`config.mk`:
```
export PLATFORM = sky130hd
export DESIGN_NAME = alu_seq_dec
export DESIGN_NICKNAME = d
export VERILOG_FILES = /design/src/rtl/alu_seq_dec.sv
export SDC_FILE = /design/constraint.sdc
export NUM_CORES = 1
export LEC_CHECK = 0
export ABC_AREA = 1
export CAP_MARGIN = 20
export CELL_PAD_IN_SITES_DETAIL_PLACEMENT = 0
export CELL_PAD_IN_SITES_GLOBAL_PLACEMENT = 2
export CORE_MARGIN = 3
export CORE_UTILIZATION = 27
export DETAILED_ROUTE_END_ITERATION = 10
export DONT_BUFFER_PORTS = 1
export GPL_TIMING_DRIVEN = 0
export PLACE_DENSITY_LB_ADDON = 0.1
export RECOVER_POWER = 25
export SKIP_LAST_GASP = 1
export SYNTH_ARGS = -nofsm -noshare
export SYNTH_HDL_FRONTEND = slang
export SYNTH_SLANG_ARGS = --single-unit
```
`constraint.sdc`:
```
create_clock -name clk -period 1 [get_ports clk]
set_clock_uncertainty 0.05 [all_clocks]
set_input_delay 0.05 -clock clk [delete_from_list [all_inputs] [get_ports clk]]
set_output_delay 0.05 -clock clk [all_outputs]
set_load 0.02 [all_outputs]
```
`src/rtl/alu_seq_dec.sv`:
```
// alu_seq_dec: ALU control decoder with a sequencer that stalls and steps multi-cycle ops
module alu_seq_dec #(
  parameter int MUL_ITERS  = 32,
  parameter int RXOR_ITERS = 8,
  parameter int CNTW       = 6,
  parameter int ENABLE_MUL = 1
) (
  input  logic            clk,
  input  logic            reset,
  input  logic            start,
  input  logic [5:0]      funct,
  input  logic [2:0]      aluop,
  input  logic            flush,
  output logic [3:0]      alucontrol,
  output logic            runxor,
  output logic            illegal,
  output logic            stall,
  output logic            init,
  output logic            step,
  output logic [CNTW-1:0] iter,
  output logic            done,
  output logic            busy
);
  typedef enum logic [1:0] {IDLE, RUN, DONE} state_t;
  localparam logic [CNTW-1:0] RLAST = CNTW'(RXOR_ITERS - 1);
  localparam logic [CNTW-1:0] MLAST = CNTW'(MUL_ITERS - 1);
  if (RXOR_ITERS < 1 || RXOR_ITERS > 2**CNTW || MUL_ITERS < 1 || MUL_ITERS > 2**CNTW) begin : g_bad_iters
    $error("alu_seq_dec: iteration count out of range for CNTW");
  end
  state_t state, nxt;
  logic [CNTW-1:0] cnt, lim;
  logic [3:0] code, dcode;
  logic dill, mc, go, live;
  always_comb begin
    dcode = 4'b0000;
    dill = 1'b0;
    case (aluop)
      3'b000: dcode = 4'b0010;
      3'b001: dcode = 4'b0110;
      3'b011: dcode = 4'b0011;
      3'b100: dcode = 4'b0100;
      3'b101: dcode = 4'b1000;
      3'b110: dcode = 4'b1001;
      default:
        case (funct)
          6'b100000: dcode = 4'b0010;
          6'b100010: dcode = 4'b0110;
          6'b100100: dcode = 4'b0000;
          6'b100101: dcode = 4'b0001;
          6'b101010: dcode = 4'b0111;
          6'b000110: dcode = 4'b0101;
          6'b101101: dcode = 4'b1010;
          6'b011000: {dcode, dill} = (ENABLE_MUL != 0) ? 5'b10110 : 5'b00001;
          default:   dill = 1'b1;
        endcase
    endcase
  end
  assign mc  = dcode[3:1] == 3'b101;
  assign go  = state == IDLE && start && mc && !flush;
  assign lim = code == 4'b1010 ? RLAST : MLAST;
  always_ff @(posedge clk) begin
    if (reset) begin
      state <= IDLE;
      cnt   <= '0;
      code  <= 4'b0000;
    end else begin
      state <= nxt;
      cnt   <= (state == RUN && !flush && cnt != lim) ? cnt + 1'b1 : '0;
      code  <= go ? dcode : code;
    end
  end
  always_comb begin
    nxt = state;
    case (state)
      IDLE:    nxt = go ? RUN : IDLE;
      RUN:     nxt = flush ? IDLE : (cnt == lim ? DONE : RUN);
      default: nxt = IDLE;
    endcase
  end
  // while reset is held the block looks idle: outputs follow the live decode only
  always_comb begin
    live       = state == IDLE || reset;
    alucontrol = live ? dcode : code;
    illegal    = live && dill;
    runxor     = !reset && (live ? dcode == 4'b1010 : code == 4'b1010);
    init       = !reset && go;
    step       = !reset && state == RUN;
    stall      = init || step;
    iter       = step ? cnt : '0;
    done       = !reset && state == DONE && !flush;
    busy       = !reset && state != IDLE;
  end
endmodule
```
==> impl_metrics.ini, run 1 <==
[sta]
setup_viol = 29
finalCriticalPeriod_ns = 1.54
slew_headroom_pct = 69.5
fmax_ghz = 0.648
hold_violations = 1
maxSlewViolCount = 0
hold_slack_ns = -0.000978
period_share_pct = 154
tightest_slew_ns = 0.452
rsz0062_at_grt = yes
timing.final.ws_setup_ns = -0.543

[synth]
syn_inst = 148
synth_cell_types = 25
post_synth.cell_area_avg_um2 = 6.10
async_reset_ff_share_pct = 0
syn_area_um2 = 902
ys.flop_type = dfxtp_1
yosysSeqAreaShare_pct = 26.6
synth-edff-count = 0
yosys_warnings = 0
ys_seq_elements = 12
synth_fp_nets = 162

[outcome]
violations = negative hold slack, negative setup slack
status = finished, violations left

[worst_setup_path]
worstSetupEndpointType = output pin
path_class = reg -> out
worstSetupStartpointType = flop
crit_arrival_ns = 1.44
critPathMaxFanout = 5
required_ns = 0.90

[placed_design]
port_buffers = 0
dpl.hpwl_um = 1880
post_dp_cell_area_um2 = 1140
gp_congestion = 0.709

[power_and_ir_drop]
power_w = 0.00108
p_per_area_nw_per_um2 = 745
p_leak_nw = 0.510
irDropWorstVdd_mv = 0.704

[floorplan]
core_area_um2 = 3130
die-area_um2 = 4070
start_util_pct = 28.8
fp.dieH_um = 63.8
rows = 20
io_pins = 30
die-width_um = 63.8

[global_route]
grt_usage_pct = 12.8
grt_pass1_vias = 902
grt_pass1_wl_um = 4260
antenna_found_initial = 0
grt_max_degree = 10
grt_overflow = 0

[layout]
area.growth.synth_to_final_pct = 61.0
drive_above_1_share_pct = 50.9
final_net_count = 186
n_antenna_cell = 0
fin_area_um2 = 1450
fill_cells = 331
layout_common_cells = 19 x nand2_1, 19 x nor2_1, 18 x inv_1

[route]
wire_per_inst_um = 11.9
drt-total-wl_um = 2560
viasPerCell = 4.49
drc = 0
via_count = 965
drt_iter0_drc = 38
detail_route.first_pass.iterations = 4
ant_nets = 0

[clock_network]
cts_buffers = 3
cts_tree = built
cts_root_buffer = clkbuf_4
htreeDepth = 1
cts_hold_buf = 5
clock-sinks = 12
clkLatencyLatePin_ns = 0.28
clockBufferDepth = 2
clkTransAtPathRegs_ns = 0.09

[flow_run]
maxCapViolations = 0

[hold_path]
hp-class = in -> reg
## metrics by stage
step / std cells / utilization [%] / hold WS (ns) / setup TNS [ns] / setup slack (ns)
final: 215 / 46.4 / -0.000978 / -10.77 / -0.543
after detailed placement: 192 / 36.6 / 0.0872 / -4.18 / -0.318
after CTS: 209 / 43.5 / 0.0740 / -11.49 / -0.569
after global routing: 215 / 46.4 / 0.00218 / -12.71 / -0.605
after floorplan: 148 / - / 0.0852 / -2.02 / -0.197
after global placement: 192 / 36.6 / 0.0875 / -3.93 / -0.327
## cell type report
cell class	instances	area (um^2)	share of cell area, %
Tap cell	44	55.1	3.79
Buffer	1	7.51	0.517
Multi-Input combinational cell	110	831	57.2
Sequential cell	12	250	17.2
Timing Repair Buffer	19	166	11.5
Clock buffer	4	36.3	2.50
Inverter	25	106	7.32
## final timing paths
| kind | to | slack [ns] | start | depth (start not counted) |
|---|---|---|---|---|
| max | stall | -0.54 | state[1]$_SDFF_PP0_ | 6 |
| min | code[3]$_SDFFE_PP0N_ | -0.001 | start | 4 |
| max reg2reg | cnt[3]$_SDFF_PP0_ | -0.37 | state[0]$_SDFF_PP0_ | 7 |
| min reg2reg | cnt[0]$_SDFF_PP0_ | 0.40 | cnt[0]$_SDFF_PP0_ | 1 |
## metal layers
metal / global-route usage [%] / routed length [um] / up-vias
li1: - / - / 517
met1: 16.8 / 1200 / 424
met2: 20.9 / 1210 / 24
met3: 4.39 / 149 / 0
met4: 0.809 / 0 / 0
met5: 0 / 0 / -
## logic make-up (layout without fill, tap and decap cells)
logic type | after synthesis | in the layout | synth area share, %
AOI/OAI and AO/OA | 17 | 17 | 11.4
xor gates and xnor gates | 1 | 1 | 0.971
adders and majority gates | 1 | 1 | 1.39
buffers and inverters | 26 | 49 | 11.2
DFF | 12 | 12 | 26.6
and+or+nand+nor | 91 | 91 | 48.4
## sequential cells by signal (all words and copies together) (netlist names)
name,cells
cnt,6
code,4
state,2
## where the power goes
part	internal, W	switching [W]
Clock	0.000221	0.000178
Sequential	0.000475	0.000000312
Combinational	0.0000784	0.000129
## cell usage after synthesis, types with 3 or more instances
cell type	number	area (um^2)
nand2_1	24	90.1
inv_1	21	78.8
a21oi_1	4	20.0
nor2_1	31	116
o21ai_0	7	35.0
dfxtp_1	12	240
a21oi_2	3	26.3
nor3_1	3	15.0
nand3_1	13	65.1
nor2_2	5	31.3
inv_2	4	15.0
nand2_2	4	25.0
## critical path, cell delays in order (launching register included)
cell and delay (ns):
dfxtp_2 0.34, nor2_4 0.18, buf_4 0.15, nand4_4 0.10, nor2_4 0.14, inv_4 0.07, o21ai_4 0.19
## timing repair
action,CTS,global route
setup buffers,8,7
endpoints found under the hold margin,12,1
setup endpoints to repair,29,29
pin swaps,15,13
gates resized for setup,16,12
Note: power is estimated with default switching activity, not from simulation.
==> run 2: changes to the inputs <==
--- a/config.mk
+++ b/config.mk
@@ -6,11 +6,10 @@
 export NUM_CORES = 1
 export LEC_CHECK = 0
 export ABC_AREA = 1
-export CAP_MARGIN = 20
-export CELL_PAD_IN_SITES_DETAIL_PLACEMENT = 0
-export CELL_PAD_IN_SITES_GLOBAL_PLACEMENT = 2
+export CELL_PAD_IN_SITES_DETAIL_PLACEMENT = 1
+export CELL_PAD_IN_SITES_GLOBAL_PLACEMENT = 1
 export CORE_MARGIN = 3
-export CORE_UTILIZATION = 27
+export CORE_UTILIZATION = 36
 export DETAILED_ROUTE_END_ITERATION = 10
 export DONT_BUFFER_PORTS = 1
 export GPL_TIMING_DRIVEN = 0
==> impl_metrics.ini, run 2 (synthesis gave the netlist of run 1 again) <==
[layout]
largest_reg_flops = 6
area.growth.synth_to_final_pct = 55.3
multiInputGateArea_um2 = 846
top_register = cnt
drive_above_1_share_pct = 53.3
fill_cells = 290
top_regs = cnt: 6 flops, code: 4 flops, state: 2 flops
final_net_count = 181
layout_common_cells = 19 x inv_1, 19 x nand2_1, 15 x nor2_1
fin_area_um2 = 1400
n_antenna_cell = 0
regArea_um2 = 251

[floorplan]
fp.dieH_um = 56.1
start_util_pct = 39.3
core_area_um2 = 2300
rows = 17
die-width_um = 56.1
die-area_um2 = 3140
io_pins = 30

[power_and_ir_drop]
p_int_w = 0.000680
p_leak_nw = 0.492
clock_power_share_pct = 31.2
seqPwrFrac_pct = 47.8
sw_frac_of_total_pct = 31.2
p_per_area_nw_per_um2 = 706
switchingPower_w = 0.000309
p_comb_share_pct = 21.1
irDropWorstVdd_mv = 0.631

[worst_setup_path]
required_ns = 0.90
worstSetupEndpointType = output pin
cpMaxStageDelayCell = dfxtp_2
cp_cell_sequence = nor2_4, nor2_4, inv_4, nand3_2, nor4_4
path_class = reg -> out
critPathMaxFanout = 4
critPathMaxStageDelay_ns = 0.34
crit_buf_inv = 1
cpMostUsedCell = nor2_4
worstSetupStartpointType = flop
crit_arrival_ns = 1.41
cp_top_family = simple AND/OR/NAND/NOR gates

[clock_network]
clock-sinks = 12
clkLatencyLatePin_ns = 0.28
htreeDepth = 1
cts_root_buffer = clkbuf_4
cts_buffers = 3
cts_tree = built
clockBufferDepth = 2
clkTransAtPathRegs_ns = 0.08

[global_route]
antenna_found_initial = 0
grt_max_degree = 11
grt_overflow = 0
grt_pass1_vias = 1136
grt_usage_pct = 20.7
grt_pass1_wl_um = 5210

[route]
wire_per_inst_um = 18.0
drt_iter0_drc = 25
viasPerCell = 5.40
ant_nets = 0
drc = 0
drt-total-wl_um = 3470
detail_route.first_pass.iterations = 4
via_count = 1042

[outcome]
violations = negative setup slack
status = finished, violations left

[hold_path]
hp-class = in -> reg

[placed_design]
dpl.hpwl_um = 1970
gp_congestion = 0.791
port_buffers = 0
post_dp_cell_area_um2 = 1120

[sta]
slew_headroom_pct = 69.5
hold_violations = 0
rsz0062_at_grt = yes
finalCriticalPeriod_ns = 1.51
setup_viol = 29
tightest_slew_ns = 0.452
hold_slack_ns = 0.0380
timing.final.ws_setup_ns = -0.508
fmax_ghz = 0.663
maxSlewViolCount = 0
period_share_pct = 151

[flow_run]
maxCapViolations = 0
## run 2: changes by cell type in the layout (fill, tap and decap cells not counted), sizes merged
cell and change:
dlygate4sd3 -4, buf -1, clkbuf -1
## run 2: power groups by stage
stage | Clock (W) | Sequential, W | Combinational, W
floorplan | 0 | 0.000489 | 0.000148
global placement | 0 | 0.000489 | 0.000164
detailed placement | 0 | 0.000489 | 0.000168
CTS | 0.000310 | 0.000475 | 0.000187
global route | 0.000358 | 0.000473 | 0.000224
finish | 0.000308 | 0.000472 | 0.000208
## run 2: area by class of cell
cell class              count  area share, %
multi-input cells         110           60.4
clock buffers               3           1.61
plain buffers               1          0.536
flip-flops and latches     12           17.9
inverters                  25           7.77
repair buffers             14           9.29
well taps                  28           2.50
## run 2: worst reg2reg max path: cells and delay by family (launching register included)
kind                   cells  cell delay, ns
AND/OR/NAND/NOR            4            0.60
flip-flops                 1            0.34
buffers and inverters      4            0.37
## run 2: what timing repair did
item	CTS	global route
buffers inserted	8	6
pin swaps	11	18
endpoints found under the setup margin	29	29
endpoints found under the hold margin	9	0
hold buffers	1	0
resized for setup	16	21
## run 2: path summary, 6_finish.rpt
check | from | endpoint | slack, ns | cells after the start
setup reg to reg | state[1]$_SDFF_PP0_ | cnt[2]$_SDFF_PP0_ | -0.43 | 8
hold / removal | reset | state[0]$_SDFF_PP0_ | 0.04 | 2
hold reg to reg | cnt[0]$_SDFF_PP0_ | cnt[0]$_SDFF_PP0_ | 0.40 | 1
setup / recovery | state[1]$_SDFF_PP0_ | illegal | -0.51 | 5
## run 2: per-stage QoR
stage               power, W  setup TNS (ns)  instances  setup WS (ns)  utilization (%)
floorplan           0.000637           -2.02        148         -0.197                -
global placement    0.000653           -3.72        176         -0.308             49.0
detailed placement  0.000658           -4.09        176         -0.312             49.0
CTS                 0.000972          -11.10        188         -0.531             56.0
global route         0.00105          -13.17        193         -0.571             61.0
finish              0.000989          -11.16        193         -0.508             61.0
## run 2: metal layers
metal	GRT usage (%)	share of wire, %	up-vias
met1	23.1	38	498
met4	5.08	2.7	0
met5	0	0	-
li1	-	-	505
met2	37.4	54	31
met3	6.73	4.9	8
==> run 3: changes to the inputs <==
--- a/config.mk
+++ b/config.mk
@@ -12,7 +12,6 @@
 export CORE_UTILIZATION = 36
 export DETAILED_ROUTE_END_ITERATION = 10
 export DONT_BUFFER_PORTS = 1
-export GPL_TIMING_DRIVEN = 0
 export PLACE_DENSITY_LB_ADDON = 0.1
 export RECOVER_POWER = 25
 export SKIP_LAST_GASP = 1
==> impl_metrics.ini, run 3 (synthesis gave the netlist of run 1 again) <==
[outcome]
status = finished, violations left
violations = negative hold slack, negative setup slack

[clock_network]
clkLatencyLatePin_ns = 0.29
clkTransAtPathRegs_ns = 0.09
clockBufferDepth = 2
cts_buffers = 3
clock-sinks = 12
cts_root_buffer = clkbuf_4
cts_tree = built
htreeDepth = 1

[route]
viasPerCell = 5.52
ant_nets = 0
wire_per_inst_um = 21.4
drt-total-wl_um = 4560
drt_iter0_drc = 46
via_count = 1175
drc = 0
detail_route.first_pass.iterations = 4

[floorplan]
die-area_um2 = 3140
start_util_pct = 39.3
io_pins = 30
die-width_um = 56.1
fp.dieH_um = 56.1
core_area_um2 = 2300
rows = 17

[global_route]
antenna_found_initial = 0
grt_pass1_wl_um = 5610
grt_pass1_vias = 1222
grt_usage_pct = 22.3
grt_overflow = 0
grt_max_degree = 8

[sta]
slew_headroom_pct = 68.4
fmax_ghz = 0.646
finalCriticalPeriod_ns = 1.55
rsz0062_at_grt = yes
hold_slack_ns = -0.00581
period_share_pct = 155
setup_viol = 29
hold_violations = 1
maxSlewViolCount = 0
tightest_slew_ns = 0.470
timing.final.ws_setup_ns = -0.548
fin_tns_setup_ns = -11.15

[worst_setup_path]
critPathMaxStageDelay_ns = 0.37
cpMaxStageDelayCell = dfxtp_4
cpMostUsedCell = nor2_4
crit_arrival_ns = 1.45
cp_cell_sequence = nor2_4, nand4_2, nor2_4, inv_2, o21ai_4
path_class = reg -> out
worstSetupEndpointType = output pin
critPathMaxFanout = 5
worstSetupStartpointType = flop
required_ns = 0.90

[layout]
top_regs = cnt: 6 flops, code: 4 flops, state: 2 flops
final_net_count = 201
fin_util_pct = 69.4
n_antenna_cell = 0
largest_reg_flops = 6
area.growth.synth_to_final_pct = 76.7
top_register = cnt
layout_common_cells = 27 x buf_4, 19 x inv_1, 18 x nand2_1, 18 x nor2_1, 14 x nor2_4
drive_above_1_share_pct = 56.8
final_common_cell = buf_4

[flow_run]
maxCapViolations = 0

[power_and_ir_drop]
p_leak_nw = 0.614
irDropWorstVdd_mv = 0.673
p_per_area_nw_per_um2 = 651

[placed_design]
dpl.hpwl_um = 2320
gp_congestion = 0.813
port_buffers = 0

[hold_path]
hp-class = in -> reg
==> run 3: cell count changes in the layout (fill, tap and decap cells not counted), moves of 3 or more <==
cell,delta
nor2_1,+3
buf_4,+19
nand2_4,+3
nor2_2,-3
==> run 3: final timing paths <==
| check | from | to | slack [ns] | depth (start not counted) |
|---|---|---|---|---|
| setup / recovery | state[0]$_SDFF_PP0_ | stall | -0.55 | 5 |
| hold / removal | flush | state[0]$_SDFF_PP0_ | -0.006 | 3 |
| hold reg to reg | cnt[0]$_SDFF_PP0_ | cnt[0]$_SDFF_PP0_ | 0.41 | 1 |
| setup reg to reg | state[0]$_SDFF_PP0_ | code[0]$_SDFFE_PP0N_ | -0.45 | 7 |
==> run 3: area by class of cell <==
class	count	area (um^2)
Sequential cell	12	250
Clock buffer	3	22.5
Inverter	25	101
Timing Repair Buffer	35	310
Multi-Input combinational cell	110	875
Tap cell	28	35.0
Fill cell	262	703
==> run 3: worst max-delay path, delay by kind of cell, from the launching register on <==
kind,cells,cell delay (ns)
compound gates,1,0.23
buf+inv,1,0.10
flops,1,0.37
simple gates,3,0.46
==> run 3: what timing repair did <==
action                                  in CTS  in global routing
hold buffers                                 2                  0
pin swaps                                    8                 13
hold endpoints to repair                    12                  0
buffers inserted                             3                  5
gates cloned                                 0                  0
gates resized for setup                     14                 25
endpoints found under the setup margin      29                 29
==> run 3: metrics by stage <==
stage	instance area, um^2	total power (W)	hold slack, ns	instances	setup WS (ns)
global route	1590	0.00109	-0.0185	213	-0.625
floorplan	1090	0.000637	0.0852	148	-0.197
global placement	1330	0.000669	0.0571	201	-0.171
finish	1590	0.00104	-0.00581	213	-0.548
detailed placement	1330	0.000675	0.0621	201	-0.222
CTS	1450	0.000988	0.00944	209	-0.462
==> run 3: power breakdown <==
part / internal, W / switching (W) / total [W]
Sequential: 0.000475 / 0.000000381 / 0.000475
Clock: 0.000140 / 0.000179 / 0.000319
Combinational: 0.0000958 / 0.000148 / 0.000244
Total: 0.000711 / 0.000328 / 0.00104
==> run 3: routing by layer <==
layer | track usage [%] | share of wire, %
met1 | 25.6 | 39
met2 | 42.2 | 54
met3 | 6.03 | 4.8
met4 | 2.03 | 2.7
met5 | 0 | 0
